===== src/rtl/button_event_arbiter.sv =====
// Button event arbiter: per-button press/release (and long-press when the
// LONG_PRESS_EN macro is defined) detection into pending flags, round-robin
// selection into a single valid/ready event register with a drop pulse.
module button_event_arbiter #(
  parameter int unsigned N_BTN     = 4,
  parameter int unsigned LONG_TIME = 27000000
) (
  input  logic                     clk,
  input  logic                     rst_n,
  input  logic [N_BTN-1:0]         btn_s,
  output logic                     ev_valid,
  input  logic                     ev_ready,
  output logic [$clog2(N_BTN)-1:0] ev_id,
  output logic [1:0]               ev_type,
  output logic                     ev_ovf
);

  localparam int unsigned ID_W     = $clog2(N_BTN);
  localparam logic [1:0]  EV_PRESS = 2'b01;
  localparam logic [1:0]  EV_REL   = 2'b10;
  localparam logic [1:0]  EV_LONG  = 2'b11;

  logic [N_BTN-1:0] btn_q;
  logic [N_BTN-1:0] pend_press, pend_long, pend_rel;
  logic [N_BTN-1:0] set_press, set_long, set_rel;
  logic [N_BTN-1:0] cons_press, cons_long, cons_rel;
  logic [N_BTN-1:0] any_pend, win_mask;
  logic [ID_W-1:0]  rr_ptr, win_id;
  logic [1:0]       win_type;
  logic             win_found, load, ovf_nxt;

  assign set_press = btn_s & ~btn_q;
  assign set_rel   = ~btn_s & btn_q;
  assign any_pend  = pend_press | pend_long | pend_rel;

  // Previous button level for edge detection; cleared so a held button re-presses.
  always_ff @(posedge clk or negedge rst_n) begin
    if (!rst_n) btn_q <= '0;
    else        btn_q <= btn_s;
  end

`ifdef LONG_PRESS_EN
  localparam int unsigned     CNT_W    = $clog2(LONG_TIME);
  localparam logic [CNT_W-1:0] CNT_MAX  = CNT_W'(LONG_TIME - 1);
  localparam logic [CNT_W-1:0] CNT_FIRE = CNT_W'(LONG_TIME - 2);

  logic [CNT_W-1:0] hold_cnt [N_BTN];

  // Hold timer saturates at LONG_TIME-1, so the long event fires once per hold.
  always_ff @(posedge clk or negedge rst_n) begin
    if (!rst_n) begin
      for (int unsigned i = 0; i < N_BTN; i++) hold_cnt[i] <= '0;
    end else begin
      for (int unsigned i = 0; i < N_BTN; i++) begin
        if (!btn_s[i])                  hold_cnt[i] <= '0;
        else if (hold_cnt[i] != CNT_MAX) hold_cnt[i] <= hold_cnt[i] + CNT_W'(1);
      end
    end
  end

  always_comb begin
    set_long = '0;
    for (int unsigned i = 0; i < N_BTN; i++)
      set_long[i] = btn_s[i] && (hold_cnt[i] == CNT_FIRE);
  end

  always_ff @(posedge clk or negedge rst_n) begin
    if (!rst_n) pend_long <= '0;
    else        pend_long <= set_long | (pend_long & ~cons_long);
  end
`else
  assign set_long  = '0;
  assign pend_long = '0;
`endif

  // Round-robin search starting at rr_ptr over buttons with any pending flag.
  always_comb begin
    int unsigned     idx;
    logic [ID_W-1:0] idx_b;
    idx       = 0;
    idx_b     = '0;
    win_found = 1'b0;
    win_id    = '0;
    for (int unsigned off = 0; off < N_BTN; off++) begin
      idx = 32'(rr_ptr) + off;
      if (idx >= N_BTN) idx = idx - N_BTN;
      idx_b = ID_W'(idx);
      if (!win_found && any_pend[idx_b]) begin
        win_found = 1'b1;
        win_id    = idx_b;
      end
    end
  end

  // Press before long before release within the winning button.
  always_comb begin
    win_type = EV_REL;
    if (pend_press[win_id])     win_type = EV_PRESS;
    else if (pend_long[win_id]) win_type = EV_LONG;
  end

  assign load       = win_found && (!ev_valid || ev_ready);
  assign win_mask   = load ? (N_BTN'(1) << win_id) : '0;
  assign cons_press = (win_type == EV_PRESS) ? win_mask : '0;
  assign cons_long  = (win_type == EV_LONG)  ? win_mask : '0;
  assign cons_rel   = (win_type == EV_REL)   ? win_mask : '0;

  // A set landing on a flag that is not being consumed this cycle is a drop.
  assign ovf_nxt = |((set_press & pend_press & ~cons_press) |
                     (set_long  & pend_long  & ~cons_long)  |
                     (set_rel   & pend_rel   & ~cons_rel));

  always_ff @(posedge clk or negedge rst_n) begin
    if (!rst_n) begin
      pend_press <= '0;
      pend_rel   <= '0;
    end else begin
      pend_press <= set_press | (pend_press & ~cons_press);
      pend_rel   <= set_rel   | (pend_rel   & ~cons_rel);
    end
  end

  // Event slot: reload back-to-back on acceptance, hold while stalled.
  always_ff @(posedge clk or negedge rst_n) begin
    if (!rst_n) begin
      ev_valid <= 1'b0;
      ev_id    <= '0;
      ev_type  <= '0;
      ev_ovf   <= 1'b0;
      rr_ptr   <= '0;
    end else begin
      ev_ovf <= ovf_nxt;
      if (load) begin
        ev_valid <= 1'b1;
        ev_id    <= win_id;
        ev_type  <= win_type;
        rr_ptr   <= (win_id == ID_W'(N_BTN - 1)) ? '0 : win_id + ID_W'(1);
      end else if (ev_ready) begin
        ev_valid <= 1'b0;
      end
    end
  end

endmodule


===== config.mk =====
export PLATFORM = sky130hd
export DESIGN_NAME = button_event_arbiter
export DESIGN_NICKNAME = d
export VERILOG_FILES = /design/src/rtl/button_event_arbiter.sv
export SDC_FILE = /design/constraint.sdc
export NUM_CORES = 1
export LEC_CHECK = 0
export CORE_ASPECT_RATIO = 1.2
export CORE_UTILIZATION = 35
export CTS_CLUSTER_SIZE = 28
export DETAILED_ROUTE_END_ITERATION = 10
export PLACE_DENSITY = 0.63
export SKIP_LAST_GASP = 1
export SLEW_MARGIN = 20
export SYNTH_ARGS = -nofsm -noshare
export SYNTH_HDL_FRONTEND = slang
export SYNTH_SLANG_ARGS = --single-unit

===== constraint.sdc =====
create_clock -name clk -period 2.75 [get_ports clk]
set_input_delay 0.55 -clock clk [delete_from_list [all_inputs] [get_ports clk]]
set_output_delay 0.55 -clock clk [all_outputs]
set_load 0.01 [all_outputs]

* Word-level counts from Yosys, hierarchy flattened
Cells that the tools add are included.
Cells by class: $lt $le $gt $ge 9, reductions and logical operators 11, muxes and demuxes 32, bitwise gates (word level) 16, equality and inequality tests 3, shifts and indexed selects 1, add/sub/neg operators 8
Operators by type and width (count):
- $and 4x4->4 | 8
- $mux 2 | 10
- $not 4->4 | 4
- $or 4x4->4 | 4
- $lt 2x3->1 const B | 5
- $mux 1 | 13
- $bmux 1 s2 | 6
- $mux 4 | 3
- $ge 3x3->1 const B | 3
- $sub 2x1->2 const B | 4
- $add 2x2->3 const B | 2
- $eq 2x2->1 const B | 2
- $logic_and 1x1->1 | 4
- $logic_not 1->1 | 4
- $reduce_or 4->1 | 1
- $shl 1x2->4 const A | 1
- $add 2x1->3 const B | 1
- $ge 2x3->1 const B | 1
- $add 2x1->2 const B | 1
- $eq 2x1->1 const B | 1
- $reduce_bool 2->1 | 1
- $logic_or 1x1->1 | 1
Word-level totals: output and inout bits 6, word-level logic and storage cells 88, bits of input ports 7, flip-flop bits (word level) 20

* Depth between registers and ports, before layout
Gate-level depths: netlist of the first run.
word-level depth 24, gate-level depth with buffers 11, gate-level depth less buffers 11

* Worst setup path before layout of the first run
OpenSTA, ideal clock, no wires.
kind register to register, from register pend_press[1], to register ev_ovf, arrival time 2267 ps, library setup time 139 ps, slack 344 ps, required time 2611 ps, path buffers 0, period minus slack after synthesis 2406 ps, stages on the path, launching flop included 11, cell sequence dfrtp_1 or2_1 o22a_1 o21ai_0 nor2_1 inv_1 ha_1 nand2_1 o311a_1 a311oi_1 nand4_1
Between the ends: word-level cells in the longest chain between the ends 23, elaborated cells on any way between the ends 43, classes of those cells 2 x eq/ne; 1 x shift; 25 x mux; 7 x bitwise; 8 x reduce/logical
Ends and longest elaborated chain:
- start: declaration | line 24 | logic [N_BTN-1:0] pend_press, pend_long, pend_rel;
- start signal: assignment | line 118 | pend_press <= set_press | (pend_press & ~cons_press);
- $or 4x4->4 (*) | line 34 | assign any_pend = pend_press | pend_long | pend_rel;
- $bmux 1 s2 | line 88 | if (!win_found && any_pend[idx_b]) begin
- $mux 1 (implied by the code) | line 88
- $mux 1 | line 88
- $logic_not 1->1 | line 88
- $logic_and 1x1->1 | line 88
- $mux 1 | line 88
- $logic_not 1->1 | line 88
- (+5 left out)
- named net win_id[0] | line 28 | logic [ID_W-1:0] rr_ptr, win_id;
- (+3 left out)
- $mux 2 | line 98 | if (pend_press[win_id]) win_type = EV_PRESS;
- $eq 2x1->1 / $eq 2x2->1 (equally long branches) | line 104, 106
- $mux 4 (on tied branches) | line 104, 106
- $not 4->4 (on tied branches) | line 109, 111
- $and 4x4->4 (on tied branches) | line 109, 111
- $or 4x4->4 (*) | line 110 | (set_long & pend_long & ~cons_long) |
- $reduce_or 4->1 (*) | line 109 | assign ovf_nxt = |((set_press & pend_press & ~cons_press) |
- named net ovf_nxt | line 30 | logic win_found, load, ovf_nxt;
- end signal: assignment | line 132 | ev_ovf <= ovf_nxt;
- end: declaration | line 15 | output logic ev_ovf
The timed path passes the listed nets; every way through them passes the cells marked *. The select of a mux whose other input is x is not followed. A chain may end at the register's enable or synchronous reset.

* Final worst setup path of the first run
from register rr_ptr[0], to register ev_ovf
Between the ends: word-level cells in the longest chain between the ends 24, elaborated cells on any way between the ends 56, classes of those cells 7 x add/sub; 4 x order compare; 2 x eq/ne; 1 x shift; 29 x mux; 5 x bitwise; 8 x reduce/logical
Ends and longest elaborated chain:
- start: declaration | line 28
- start signal: assignment | line 137 | rr_ptr <= (win_id == ID_W'(N_BTN - 1)) ? '0 : win_id + ID_W'(1);
- branches (longest 13 deep; another with $add 2x1->3)
- $mux 2 (*) | line 88
- named net win_id[1] | line 28
- $bmux 1 s2 | line 99 | else if (pend_long[win_id]) win_type = EV_LONG;
- $mux 1 (implied by the code) | line 99
- $mux 1 | line 99
- $mux 2 | line 98
- $eq 2x1->1 / $eq 2x2->1 (equally long branches) | line 104, 106
- $mux 4 (on tied branches) | line 104, 106
- $not 4->4 (on tied branches) | line 109, 111
- $and 4x4->4 (on tied branches) | line 109, 111
- $or 4x4->4 (*) | line 110
- $reduce_or 4->1 (*) | line 109
- named net ovf_nxt | line 30
Mark *: on every way through the listed nets, which the timed path passes. The select of a mux whose other input is x is not followed.

==> impl_metrics.ini, run 1 <==
[critical_path]
worst-path-max-fanout = 8
cp_slowest_cell = dfrtp_1
critPathArrivalTime_ps = 2750
cp-startpoint = rr_ptr[0]
worstPathCellList = or2_1, o22ai_2, nor3_1, buf_4, inv_1, ha_1, nand2_1, o311a_1, a311oi_1, nand4_1
reg2reg_slack_ps = 190
cp_data_required_time_ps = 2930
path_class = reg -> reg
crit_end = ev_ovf
r2r_start = rr_ptr[0]
cpPeakStageDelay_ps = 470
end_kind = flop
r2r-end = ev_ovf
reg2regPathDepth = 10
cp-start-kind = flop

[clock_network]
clk_path_buf_depth = 2
cts_inserted_buffers = 3
root_buffer = clkbuf_4
clkTransAtPathRegs_ps = 110
ctsHoldBuffers = 0
post_cts_resize_count = 0
clock_latency_ps = 300
h-tree-depth = 1
postCtsSetupRepairBufs = 0
cts_tree = done
cts.sinks = 20

[drt]
drc = 0
firstDrtPassIters = 5
postRouteWirelength_um = 2790
drtIter0Drc = 38
ant_nets = 0
via_count = 1016
wl_per_cell_um = 15.9
vias_per_cell = 5.81

[sta]
finalMaxSlewViolations = 0
hold_viol = 0
fin_crit_sh_pct = 93.3
clock_skew_ps = 5.60
relSlewSlack_pct = 71.1
grt_setup_unrepaired = no
setup_ws_ps = 185
worstMarginPinSlew_ps = 428
timing.hold.ws_ps = 497
setup_violations = 0
timing.fmax_mhz = 390
fin_crit_ps = 2560
tns_ps = 0

[floorplan]
die_h_um = 66.0
io_pins = 13
fp.dieW_um = 55.3
core_sq_um = 3170
rows = 22
start_util_pct = 37.7
design.die.area_sq_um = 3650

[global_route]
overflow = 0
grt_use_met3_pct = 1.57
antenna_found_initial = 0
grt_pass1_vias = 973
busiest_layer = met2
grt_usage_pct = 16.5
globalRouteMet1Util_pct = 21.6
grt_pass1_wl_um = 4690
grt_start_max_net_pins = 21
grt.met2_usage_pct = 27.7

[status]
status = completed

[cells_and_area]
multi_input_area_sq_um = 667
n_antenna_cell = 0
fin_util_pct = 45.8
area_growth_pct = 21.6
drive_gt1_share_pct = 18.0
final_cell_area_sq_um = 1450
fill_cells = 304
finalNetCount = 151
register_area_sq_um = 500

[placed_design]
place_hpwl_um = 2130
portBuffers = 12
pre_cts_ws_ps = 67.4
dpl_cell_area_sq_um = 1410
gp_congestion = 0.906

[synth]
synthFlopType = dfrtp_1
synth-edff-count = 0
yosys_warnings = 0
synth-seq-cells = 20
syn_nets = 128
netlist_instances = 117
netlist_area_sq_um = 1190
async_flop_share_pct = 100
ys_types = 45
avgSynthCellArea_sq_um = 10.2
ys_seq_area_share_pct = 41.9

[power]
powerDensity_nw_per_um2 = 1040
vdd_drop_max_uv = 509
p_leak_nw = 0.573

[worst_hold_path]
hold_path_class = reg -> reg

[job]
max_cap_violations = 0
[synth_stat cells, types with 2 or more instances]
library cell / count / area [sq um]
o31ai_1: 2 / 15.0
o211ai_1: 2 / 15.0
o311a_1: 2 / 20.0
nor2b_1: 7 / 43.8
dfrtp_1: 20 / 500
o41ai_1: 2 / 17.5
nand3_1: 4 / 20.0
nor2_1: 6 / 22.5
nor3_1: 3 / 15.0
a41oi_1: 2 / 17.5
ha_1: 4 / 50.1
or2_1: 2 / 12.5
nand4_1: 2 / 12.5
o21bai_1: 2 / 15.0
o21a_1: 4 / 30.0
a21o_1: 3 / 22.5
nand2_1: 5 / 18.8
inv_1: 8 / 30.0
o21ai_0: 7 / 35.0
or2_2: 3 / 18.8
mux2_2: 2 / 22.5
a32oi_1: 2 / 17.5
[through the flow]
step / cells / total power [W]
CTS: 175 / 0.00150
detailed placement: 171 / 0.00132
finish: 175 / 0.00151
global placement: 171 / 0.00131
global route: 175 / 0.00162
floorplan: 117 / 0.00100
[flip-flops by register name (all words and copies together) (netlist names)]
register	flops
ev_valid	1
ev_ovf	1
btn_q	4
rr_ptr	2
ev_id	2
pend_rel	4
pend_press	4
ev_type	2
[critical path, delay by kind of cell, from the launching register on]
family	cells	cell delay [ps]
compound gates	3	960
fa+ha+maj	1	150
flops	1	470
buf+inv	2	260
simple gates	4	610
[where the power goes]
part / internal, W / total (W) / leakage (nW) / switching [W]
Sequential: 0.000389 / 0.000496 / 0.214 / 0.000107
Clock: 0.0000808 / 0.000172 / 0.0210 / 0.0000913
Combinational: 0.000386 / 0.000843 / 0.338 / 0.000457
Total: 0.000856 / 0.00151 / 0.573 / 0.000655
[worst min path at each step]
stage | from | end | slack [ps] | cells after the start
after detailed placement | btn_q[1] | pend_press[1] | 480 | 1
after floorplan | rst_n | btn_q[0] | 250 | 0
after CTS | btn_q[3] | pend_press[3] | 500 | 1
final | btn_q[1] | pend_press[1] | 500 | 1
after global placement | btn_q[3] | pend_press[3] | 460 | 1
after global routing | ev_type[1] | ev_type[1] | 540 | 1
[layer usage]
layer	wire length [um]	vias to the layer above
met3	95	9
met1	1270	488
met4	72	0
li1	-	494
met5	0	-
met2	1350	25
[logic make-up (layout without fill, tap and decap cells)]
| family | count (synthesis) | after routing | synth area share, % |
|---|---|---|---|
| compound gates | 41 | 41 | 28.5 |
| simple gates | 40 | 40 | 19.8 |
| flops | 20 | 20 | 41.9 |
| buf+inv | 9 | 31 | 2.83 |
| fa+ha+maj | 4 | 4 | 4.19 |
| mux | 3 | 3 | 2.73 |
[cell type report]
cell class                      instances  area share, %
Clock buffer                            4           2.50
Inverter                                8           2.07
Timing Repair Buffer                   19           11.9
Multi-Input combinational cell         88           45.9
Tap cell                               36           3.10
Sequential cell                        20           34.5
[placed cells by master, fill, tap and decap left out, drive strengths merged, types with 2 or more instances in the layout]
cell,synthesis,final
nand4,2,2
clkbuf,1,4
o211ai,2,2
clkdlybuf4s50,0,12
or2,5,5
o21bai,2,2
nor4,2,2
ha,4,4
o21a,4,4
nor3,3,3
nor2b,7,7
buf,0,7
nor2,7,7
a41oi,2,2
mux2,2,2
nand2,5,5
a32oi,2,2
o21ai,8,8
dfrtp,20,20
o311a,2,2
inv,8,8
nand3,4,4
a21o,3,3
o31ai,3,3
o41ai,2,2
No activity file was read; power rests on OpenSTA's default activity.
==> inputs of run 2 (changes only) <==
--- a/config.mk
+++ b/config.mk
@@ -9,7 +9,7 @@
 export CORE_UTILIZATION = 35
 export CTS_CLUSTER_SIZE = 28
 export DETAILED_ROUTE_END_ITERATION = 10
-export PLACE_DENSITY = 0.63
+export PLACE_DENSITY = 0.65
 export SKIP_LAST_GASP = 1
 export SLEW_MARGIN = 20
 export SYNTH_ARGS = -nofsm -noshare
==> constraint.sdc (replaced) <==
create_clock -name clk -period 2.1 [get_ports clk]
set_input_delay 0.42 -clock clk [delete_from_list [all_inputs] [get_ports clk]]
set_output_delay 0.42 -clock clk [all_outputs]
set_load 0.01 [all_outputs]
==> impl_metrics.ini, run 2 (same netlist as run 1, synthesis figures left out) <==
[status]
status = finished, violations left
violations = setup timing

[placed_design]
dp_cells = 210
place_hpwl_um = 2720
gp_congestion = 0.943
portBuffers = 12

[sta]
finalMaxSlewViolations = 0
timing.fmax_mhz = 398
timing.hold.ws_ps = 414
setup_ws_ps = -414
grt_setup_unrepaired = yes
setup_violations = 10
hold_viol = 0
relSlewSlack_pct = 74.0
fin_crit_ps = 2510
worstMarginPinSlew_ps = 385
clock_skew_ps = 19.5
fin_crit_sh_pct = 120

[clock_network]
cts_inserted_buffers = 3
clk_path_buf_depth = 2
clkTransAtPathRegs_ps = 130
root_buffer = clkbuf_4
ctsHoldBuffers = 0
cts.sinks = 20
clock_latency_ps = 320
cts_tree = done
h-tree-depth = 1

[global_route]
grt_usage_pct = 23.5
antenna_found_initial = 0
grt_start_max_net_pins = 21
overflow = 0
grt_pass1_wl_um = 6560
grt_pass1_vias = 1375

[cells_and_area]
mostFrequentLayoutCells = 60 x buf_4, 15 x dfrtp_1, 12 x clkdlybuf4s50_1
layout_commonest_cell = buf_4
n_antenna_cell = 0
finalNetCount = 209
drive_gt1_share_pct = 57.9
top_regs = btn_q (4), pend_press (4), pend_rel (4)
fin_cells = 233
area_growth_pct = 78.3
fin_util_pct = 67.2

[drt]
ant_nets = 0
drtIter0Drc = 24
vias_per_cell = 5.69
via_count = 1326
firstDrtPassIters = 5
postRouteWirelength_um = 4430
drc = 0
wl_per_cell_um = 19.0

[power]
total_power_w = 0.00332
vdd_drop_max_uv = 862
powerDensity_nw_per_um2 = 1560
p_leak_nw = 0.914

[critical_path]
cp-start-kind = flop
path_class = reg -> reg
critPathArrivalTime_ps = 2690
worstPathCellList = buf_6, nor4_4, buf_4, a31o_4, nor3_4, buf_6, inv_8, ha_4, nand2_4, o311a_1, a311oi_1, nand4_1
worst-path-max-fanout = 3
cpPeakStageDelay_ps = 420
end_kind = flop
cp_data_required_time_ps = 2280
cp_slowest_cell = dfrtp_1
cp_common_cell = buf_6

[floorplan]
io_pins = 13
core_sq_um = 3170
fp.dieW_um = 55.3
start_util_pct = 37.7
rows = 22
die_h_um = 66.0
design.die.area_sq_um = 3650

[job]
max_cap_violations = 0

[worst_hold_path]
hold_path_class = in -> async
[run 2: cell count changes in the layout (fill, tap and decap cells not counted), moves of 3 or more]
cell,change
dfrtp_1,-5
ha_1,-3
nor2_1,-4
buf_6,+5
nor3_1,-3
buf_4,+53
dfrtp_2,+5
[run 2: worst paths after layout]
| kind | from | endpoint | slack (ps) | cells after the start |
|---|---|---|---|---|
| max | pend_press[3] | ev_ovf | -410 | 12 |
| max reg2reg | pend_press[3] | ev_ovf | -410 | 12 |
| min | rst_n | ev_type[0] | 410 | 2 |
| max in group asynchronous | rst_n | pend_press[2] | 1420 | 2 |
| min reg2reg | btn_q[3] | pend_press[3] | 480 | 1 |
| min in group clk | btn_q[3] | pend_press[3] | 480 | 1 |
[run 2: what timing repair did]
item,in CTS,in global routing
gates resized for setup,25,20
buffers inserted,10,9
endpoints found under the setup margin,9,11
pin swaps,10,15
[run 2: cell type report]
| class | instances | area (sq um) |
|---|---|---|
| Clock buffer | 3 | 22.5 |
| Clock inverter | 1 | 30.0 |
| Fill cell | 206 | 1040 |
| Inverter | 8 | 37.5 |
| Multi-Input combinational cell | 88 | 860 |
| Sequential cell | 20 | 507 |
| Tap cell | 36 | 45.0 |
| Timing Repair Buffer | 77 | 627 |
[run 2: critical path, delay by kind of cell (launching register included)]
kind,cells,cell delay (ps)
AOI/OAI and AO/OA,3,750
and+or+nand+nor,4,540
buffers and inverters,4,510
DFF,1,420
adders and majority gates,1,130
[run 2: power by group]
part	internal [W]	leakage, nW	switching, W	total, W
logic	0.00124	0.675	0.00109	0.00233
registers	0.000518	0.211	0.000144	0.000661
clock network	0.000193	0.0279	0.000132	0.000325
total	0.00195	0.914	0.00136	0.00332
[run 2: layer usage]
| metal | GRT usage [%] | share of wire [%] | vias to the layer above |
|---|---|---|---|
| met5 | 0 | 0 | - |
| met4 | 17.2 | 5.3 | 0 |
| met3 | 2.35 | 3.1 | 23 |
| met2 | 41.3 | 52 | 48 |
| met1 | 26.7 | 40 | 647 |
| li1 | - | - | 608 |
[run 2: per-stage QoR]
stage               setup TNS (ps)  setup WS, ps  instance area [sq um]
finish                       -2100          -414                   2130
global route                 -2840          -533                   2130
CTS                           -854          -230                   1970
detailed placement           -1070          -320                   1750
global placement              -624          -237                   1750
floorplan                     -111         -47.1                   1240
==> inputs of run 3 (changes only) <==
--- a/config.mk
+++ b/config.mk
@@ -5,11 +5,13 @@
 export SDC_FILE = /design/constraint.sdc
 export NUM_CORES = 1
 export LEC_CHECK = 0
+export ABC_AREA = 1
 export CORE_ASPECT_RATIO = 1.2
 export CORE_UTILIZATION = 35
 export CTS_CLUSTER_SIZE = 28
 export DETAILED_ROUTE_END_ITERATION = 10
-export PLACE_DENSITY = 0.65
+export PLACE_DENSITY = 0.64
+export RECOVER_POWER = 25
 export SKIP_LAST_GASP = 1
 export SLEW_MARGIN = 20
 export SYNTH_ARGS = -nofsm -noshare
==> constraint.sdc (replaced) <==
create_clock -name clk -period 2.1 [get_ports clk]
set_input_delay 0.42 -clock clk [delete_from_list [all_inputs] [get_ports clk]]
set_output_delay 0.42 -clock clk [all_outputs]
set_load 0.05 [all_outputs]
==> impl_metrics.ini, run 3 <==
[status]
status = finished, violations left
violations = setup timing

[clock_network]
cts_inserted_buffers = 3
clk_path_buf_depth = 2
clkTransAtPathRegs_ps = 80
ctsHoldBuffers = 0
cts.sinks = 20
cts_tree = done
clock_latency_ps = 270
h-tree-depth = 1
root_buffer = clkbuf_8

[drt]
via_count = 1201
firstDrtPassIters = 4
postRouteWirelength_um = 3090
drtIter0Drc = 20
ant_nets = 0
vias_per_cell = 4.38
wl_per_cell_um = 11.3
drc = 0

[power]
vdd_drop_max_uv = 857
p_leak_nw = 1.00
total_power_w = 0.00338
powerDensity_nw_per_um2 = 1780

[cells_and_area]
final_cell_area_sq_um = 1900
fin_cells = 274
layout_commonest_cell = nand2_1
finalNetCount = 234
area_growth_pct = 43.5
n_antenna_cell = 0
drive_gt1_share_pct = 40.1
top_regs = btn_q (4), pend_press (4), pend_rel (4)
mostFrequentLayoutCells = 54 x nand2_1, 26 x buf_4, 19 x dfrtp_1

[placed_design]
gp_congestion = 0.815
portBuffers = 12
pre_cts_ws_ps = -166
dpl_cell_area_sq_um = 1690
dp_cells = 268
place_hpwl_um = 2280

[sta]
fin_crit_sh_pct = 103
setup_ws_ps = -73.4
worstMarginPinSlew_ps = 1110
finalMaxSlewViolations = 0
setup_violations = 1
timing.hold.ws_ps = 488
hold_viol = 0
fin_crit_ps = 2170
timing.fmax_mhz = 460
relSlewSlack_pct = 25.9
grt_setup_unrepaired = yes
clock_skew_ps = 2.60

[worst_hold_path]
hold_path_class = reg -> reg

[global_route]
grt_pass1_vias = 1144
grt_start_max_net_pins = 21
antenna_found_initial = 0
grt_usage_pct = 16.5
overflow = 0
grt_pass1_wl_um = 5020

[synth]
synth-edff-count = 0
syn_nets = 191
synth_top_area_cell = dfrtp_1
synthFlopType = dfrtp_1
synth_top_cells_by_count = 60 x nand2_1, 20 x dfrtp_1, 19 x inv_1, 19 x nor2_1, 15 x nand3_1
yosys_warnings = 0
synth_top_area_share_pct = 37.7
ys_types = 22
netlist_instances = 180
synth-seq-cells = 20
synth_area_leaders = dfrtp_1 38%, nand2_1 17%, nand3_1 5.7%, inv_1 5.4%, nor2_1 5.4%
netlist_area_sq_um = 1330
async_flop_share_pct = 100
synth_most_common_cell = nand2_1
avgSynthCellArea_sq_um = 7.37
ys_seq_area_share_pct = 37.7

[critical_path]
cp-start-kind = flop
worstPathCellList = clkinv_4, nand2_1, nand3_2, nand2_4, inv_2, nand3_2, nand3_4, buf_4, nand2_2, nand2_1, nand2_2, nand3_2, nand2_1, nand2_1, nor2_1, nand2_1
cp_data_required_time_ps = 2260
path_class = reg -> reg
critPathArrivalTime_ps = 2330
end_kind = flop
cp_common_cell = nand2_1
cpPeakStageDelay_ps = 480
worst-path-max-fanout = 8
cp_slowest_cell = dfrtp_2

[floorplan]
die_h_um = 69.4
core_sq_um = 3630
design.die.area_sq_um = 4040
fp.dieW_um = 58.2
rows = 24
start_util_pct = 36.5
io_pins = 13

[job]
max_cap_violations = 0
==> run 3: cell types whose count changed after synthesis, sizes merged, moves of 7 or more <==
cell / delta
nand2: +67
nand3: +19
inv: +17
nor2: +13
nor2b: -7
==> run 3: layer usage <==
metal	vias up	wire length [um]	share of wire (%)	track usage, %
met5	-	0	0	0
met4	0	58	1.9	7.14
met3	5	29	0.94	1.68
met2	8	1640	53	29.4
met1	548	1360	44	19.7
li1	640	-	-	-
==> run 3: final timing paths <==
check / startpoint / endpoint / slack, ps / cells after the start
max in group asynchronous: rst_n / rr_ptr[0] / 490 / 2
min in group asynchronous: rst_n / pend_press[3] / 880 / 2
min reg2reg: btn_q[3] / pend_press[3] / 490 / 1
min: btn_q[3] / pend_press[3] / 490 / 1
max reg2reg: rr_ptr[0] / ev_ovf / -70 / 16
max: rr_ptr[0] / ev_ovf / -70 / 16
==> run 3: cell families after synthesis <==
family | Yosys count | share of synthesized area, %
DFF | 20 | 37.7
buffers and inverters | 26 | 8.30
and+or+nand+nor | 123 | 46.9
AOI/OAI and AO/OA | 7 | 3.30
adders and majority gates | 4 | 3.77
==> run 3: stage by stage <==
stage / utilization (%) / setup TNS [ps]
6_report: 52.4 / -73.4
4_1_cts: 50.5 / -28.2
3_5_place_dp: 46.5 / -415
2_1_floorplan: - / 0
3_3_place_gp: 46.5 / -390
5_1_grt: 52.4 / -988
==> run 3: power breakdown <==
part / switching, W / internal (W) / total, W / leakage [nW]
sequential: 0.000115 / 0.000526 / 0.000641 / 0.217
clock: 0.000136 / 0.000167 / 0.000303 / 0.0288
combinational: 0.00145 / 0.000995 / 0.00244 / 0.755
total: 0.00170 / 0.00169 / 0.00338 / 1.00
==> run 3: area by class of cell <==
cell class / instances / area (sq um)
Timing Repair Buffer: 39 / 319
Fill cell: 341 / 1730
Inverter: 25 / 101
Sequential cell: 20 / 502
Clock buffer: 4 / 55.1
Multi-Input combinational cell: 134 / 861
Tap cell: 52 / 65.1
==> run 3: timing repair <==
| item | CTS | global route |
|---|---|---|
| buffers inserted | 1 | 1 |
| gates resized for setup | 23 | 17 |
| pin swaps | 6 | 4 |
| setup endpoints to repair | 7 | 10 |
==> run 3: critical path, delay by kind of cell, from the launching register on <==
kind / cells / cell delay (ps)
DFF: 1 / 480
buffers and inverters: 3 / 330
and+or+nand+nor: 13 / 1250
